## config.mk

```make
export PLATFORM = sky130hd
export DESIGN_NAME = fp_result_normalize
export DESIGN_NICKNAME = d
export VERILOG_FILES = /design/src/rtl/fp_result_normalize.sv
export SDC_FILE = /design/constraint.sdc
export NUM_CORES = 1
export LEC_CHECK = 0
export BUFFER_PORTS_ARGS = -buffer_cell sky130_fd_sc_hd__buf_2
export CAP_MARGIN = 15
export CELL_PAD_IN_SITES_DETAIL_PLACEMENT = 1
export CELL_PAD_IN_SITES_GLOBAL_PLACEMENT = 2
export CORE_MARGIN = 2
export CORE_UTILIZATION = 36
export CTS_CLUSTER_DIAMETER = 200
export CTS_CLUSTER_SIZE = 40
export DETAILED_ROUTE_END_ITERATION = 12
export PLACE_DENSITY = 0.82
export SLEW_MARGIN = 0
export SYNTH_ARGS = -nofsm -noshare
export SYNTH_HDL_FRONTEND = slang
export SYNTH_SLANG_ARGS = --single-unit
```

## constraint.sdc

```tcl
create_clock -name clk -period 2.84 [get_ports clk]
set_clock_uncertainty 0.2 [all_clocks]
set_input_delay 0.284 -clock clk [delete_from_list [all_inputs] [get_ports clk]]
set_output_delay 0.284 -clock clk [all_outputs]
set_load 0.02 [all_outputs]
```

## src/rtl/fp_result_normalize.sv

```systemverilog
// Post-add normalizer: magnitude/sign recovery, then one normalizing shift per cycle.
// FP_NORM_ROUND_EN adds round-half-up on the right-shift path. Without it, that path truncates.
module fp_result_normalize #(
  parameter int MANT_W = 6,
  parameter int EXP_W  = 4
) (
  input  logic              clk,
  input  logic              rst,
  input  logic              in_valid,
  output logic              in_ready,
  input  logic              in_sign,
  input  logic [MANT_W+1:0] in_sum,
  input  logic [EXP_W-1:0]  in_exp,
  output logic              out_valid,
  input  logic              out_ready,
  output logic              out_sign,
  output logic [MANT_W-1:0] out_mant,
  output logic [EXP_W-1:0]  out_exp,
  output logic              out_zero,
  output logic              out_ovf,
  output logic              out_unf
);
  typedef enum logic [1:0] {IDLE, CONV, NORM, DONE} state_t;
  localparam logic [EXP_W-1:0] EXP_MAX = '1;

  state_t            state;
  logic [MANT_W+1:0] sum_r;
  logic [MANT_W:0]   mag;
  logic [EXP_W-1:0]  exp_r;
  logic              sign_r;
  logic [MANT_W+1:0] neg_sum;
  logic [MANT_W:0]   abs_sum;

  assign in_ready = (state == IDLE) && !rst;
  assign neg_sum  = -sum_r;
  assign abs_sum  = sum_r[MANT_W+1] ? neg_sum[MANT_W:0] : sum_r[MANT_W:0];

`ifdef FP_NORM_ROUND_EN
  logic [MANT_W:0] rnd_sum;
  assign rnd_sum = {1'b0, mag[MANT_W:1]} + {{MANT_W{1'b0}}, mag[0]};
`endif

  always_ff @(posedge clk) begin
    if (rst) begin
      state     <= IDLE;
      sum_r     <= '0;
      mag       <= '0;
      exp_r     <= '0;
      sign_r    <= 1'b0;
      out_valid <= 1'b0;
      out_sign  <= 1'b0;
      out_mant  <= '0;
      out_exp   <= '0;
      out_zero  <= 1'b0;
      out_ovf   <= 1'b0;
      out_unf   <= 1'b0;
    end else begin
      case (state)
        IDLE: if (in_valid) begin
          sum_r  <= in_sum;
          sign_r <= in_sign;
          exp_r  <= in_exp;
          state  <= CONV;
        end
        CONV: begin
          mag    <= abs_sum;
          sign_r <= sign_r ^ sum_r[MANT_W+1];
          state  <= NORM;
        end
        NORM: begin
          // Every case terminates except the left shift, which overrides these two.
          state     <= DONE;
          out_valid <= 1'b1;
          if (mag == '0) begin
            out_zero <= 1'b1;
          end else if (mag[MANT_W] && exp_r == EXP_MAX) begin
            out_sign <= sign_r;
            out_mant <= '1;
            out_exp  <= EXP_MAX;
            out_ovf  <= 1'b1;
          end else if (mag[MANT_W]) begin
            out_sign <= sign_r;
`ifdef FP_NORM_ROUND_EN
            if (rnd_sum[MANT_W]) begin
              if (exp_r == EXP_MAX - EXP_W'(1)) begin
                out_mant <= '1;
                out_exp  <= EXP_MAX;
                out_ovf  <= 1'b1;
              end else begin
                out_mant <= {1'b1, {(MANT_W-1){1'b0}}};
                out_exp  <= exp_r + EXP_W'(2);
              end
            end else begin
              out_mant <= rnd_sum[MANT_W-1:0];
              out_exp  <= exp_r + EXP_W'(1);
            end
`else
            out_mant <= mag[MANT_W:1];
            out_exp  <= exp_r + EXP_W'(1);
`endif
          end else if (mag[MANT_W-1]) begin
            out_sign <= sign_r;
            out_mant <= mag[MANT_W-1:0];
            out_exp  <= exp_r;
          end else if (exp_r == '0) begin
            out_sign <= sign_r;
            out_mant <= mag[MANT_W-1:0];
            out_unf  <= 1'b1;
          end else begin
            mag       <= mag << 1;
            exp_r     <= exp_r - EXP_W'(1);
            state     <= NORM;
            out_valid <= 1'b0;
          end
        end
        DONE: if (out_ready) begin
          state     <= IDLE;
          out_valid <= 1'b0;
          out_sign  <= 1'b0;
          out_mant  <= '0;
          out_exp   <= '0;
          out_zero  <= 1'b0;
          out_ovf   <= 1'b0;
          out_unf   <= 1'b0;
        end
        default: state <= IDLE;
      endcase
    end
  end
endmodule

```

==> out/metrics.yaml <==
floorplanning:
  ioPinCount: 33
  initial_core_util_pct: 37.0
  die_y_um: 81.8
  core_um2: 5890
  die_w_um: 81.8
  rows: 28
  fp.dieArea_um2: 6690
timing:
  hold_slack_ps: 10.4
  finalSetupTns_ps: 0
  slew_headroom_pct: 64.9
  finalCritPeriodShare_pct: 81.4
  setup_violations: 0
  rsz0062_at_grt: "no"
  finalHoldViolations: 0
  worst_pin_slew_ps: 526
  final_max_slew_viol_count: 0
  min_period_ps: 2310
  max_freq_mhz: 433
layout:
  layout_common_cells: "40 x nand2_1, 37 x dfxtp_1, 32 x buf_2"
  regArea_um2: 741
  fillers: 753
  utilization_pct: 42.6
  diodes: 0
  areaGrowthSynthToFinish_pct: 15.0
  multi_input_area_um2: 1330
  nNetsFinal: 320
  layout.cells.non_filler: 372
  drive_above_1_share_pct: 20.2
  layout_commonest_cell: "nand2_1"
cts:
  path_clk_slew_ps: 80
  cts_buffer_depth: 2
  h-tree-depth: 2
  cts_buffers: 5
  hold_buffers: 0
  cts_resized: 0
  tritoncts: "done"
  ctsRootBufferMaster: "clkbuf_8"
  post_cts_buffers: 0
  clock_sinks: 37
  clk_latency_ps: 300
grt:
  grt.overflow.total: 0
  grt_pass1_vias: 1976
  antenna_found_initial: 0
  grt_first_pass_wirelength_um: 9740
  grt_max_degree: 31
  grtUsageTotal_pct: 18.9
pwr:
  p_sw_uw: 1120
  p_comb_share_pct: 50.2
  pwr-share-clk_pct: 16.1
  ir_drop_mv: 0.446
  power_frac_seq_pct: 33.7
  switching_share_pct: 44.7
  leakage_uw: 0.000991
  power.density_nw_per_um2: 1000
  internal-power_uw: 1390
detailed_routing:
  drc_errors: 0
  dr.first_iter.drc_count: 144
  drt_pass1_iterations: 4
  wl_per_cell_um: 15.3
  vias: 2007
  drt-total-wl_um: 5680
  final_antenna_net_count: 0
  routed_via_density: 5.40
worst_setup_path:
  crit_type: "flop to flop"
  worst_setup_path_end_kind: "flop"
  crit_path_start_kind: "flop"
  required_ps: 2830
  critical_path_peak_fanout: 9
  crit_arrival_ps: 2300
  r2r_setup_slack_ps: 530
place:
  place_inst: 364
  dp_hpwl_um: 4180
  io_buffer_count: 32
  gp_congestion: 0.791
synthesis:
  synth_edf_count: 0
  synth_top_family_by_area: "simple AND/OR/NAND/NOR gates"
  synth_flop_cell: "dfxtp_1"
  synth_cells: 265
  synth-xor-area-share_pct: 2.01
  synth-seq-cells: 37
  synth_compound_area_share_pct: 21.1
  synthMuxAreaShare_pct: 9.19
  synth_area_um2: 2180
  async_reset_ff_share_pct: 0
  synthDistinctLibCells: 59
  ys.warnings.count: 0
  synth_nets: 289
  post_synth.cell_area_avg_um2: 8.22
  synthSimpleGateAreaFrac_pct: 24.5
  synthAdderAreaFrac_pct: 4.02
  ys_seq_area_share_pct: 34.0
hold_path:
  hp-class: "input pin to flop"
flow_run:
  maxCapViolations: 0
outcome:
  status: "finished, final reports clean"
==> flip-flops by register name (all words and copies together), names as in the netlist, 2 cells and up <==
register,cells
sum_r,8
out_mant,6
state,2
mag,7
exp_r,4
out_exp,4
==> power by group through the flow <==
| stage | Sequential (µW) | Clock (µW) | Combinational, µW |
|---|---|---|---|
| global route | 874 | 440 | 1420 |
| finish | 846 | 405 | 1260 |
| CTS | 844 | 419 | 1280 |
| detailed placement | 855 | 0 | 1270 |
| floorplan | 810 | 0 | 998 |
| global placement | 849 | 0 | 1250 |
==> logic make-up (layout without fill, tap and decap cells) <==
kind of cell | after synthesis | count (layout)
compound gates | 69 | 69
xor+xnor | 5 | 5
fa+ha+maj | 7 | 7
buf+inv | 26 | 58
flops | 37 | 37
mux | 20 | 20
simple gates | 101 | 101
==> stage by stage <==
| stage | power [µW] | setup WS (ps) | instance area, µm² |
|---|---|---|---|
| after floorplan | 1810 | 990 | 2180 |
| after global placement | 2100 | 608 | 2410 |
| after detailed placement | 2120 | 526 | 2410 |
| after CTS | 2540 | 508 | 2510 |
| after global routing | 2740 | 385 | 2510 |
| final | 2510 | 529 | 2510 |
==> worst paths after layout <==
| path | start | endpoint | cells after the start |
|---|---|---|---|
| max | state[0] | exp_r[3] | 7 |
| min | in_sum[2] | sum_r[2] | 3 |
| max reg2reg | state[0] | exp_r[3] | 7 |
| min reg2reg | out_mant[2] | out_mant[2] | 2 |
==> cells in the mapped netlist, drive strengths merged (6+ instances only) <==
library cell / count / area, µm²
clkbuf: 9 / 33.8
nand2: 40 / 150
nor3: 10 / 60.1
dfxtp: 37 / 741
inv: 10 / 37.5
mux2i: 20 / 200
o21ai: 10 / 53.8
ha: 7 / 87.6
nand3: 6 / 30.0
a21oi: 29 / 149
nor2: 13 / 48.8
==> critical path: stages (launching register included) <==
cell,delay (ps)
dfxtp_1,340
inv_1,90
ha_1,330
buf_4,200
or3b_1,370
o22a_1,280
and2_0,190
a32o_1,200
==> layout make-up <==
class                           instances  area share [%]
Timing Repair Buffer                   38            8.19
Tap cell                               75            3.74
Inverter                               12            1.80
Multi-Input combinational cell        202            52.9
Sequential cell                        37            29.6
Clock buffer                            6            3.30
Clock inverter                          2           0.549
==> per-layer routing <==
metal / GRT usage (%) / vias up / share of wire (%)
met5: 0 / - / 0
li1: - / 1015 / -
met3: 4.18 / 6 / 4.5
met2: 31.0 / 35 / 46
met1: 24.7 / 951 / 48
met4: 6.33 / 0 / 1.3
(Power assumes the default switching activity.)
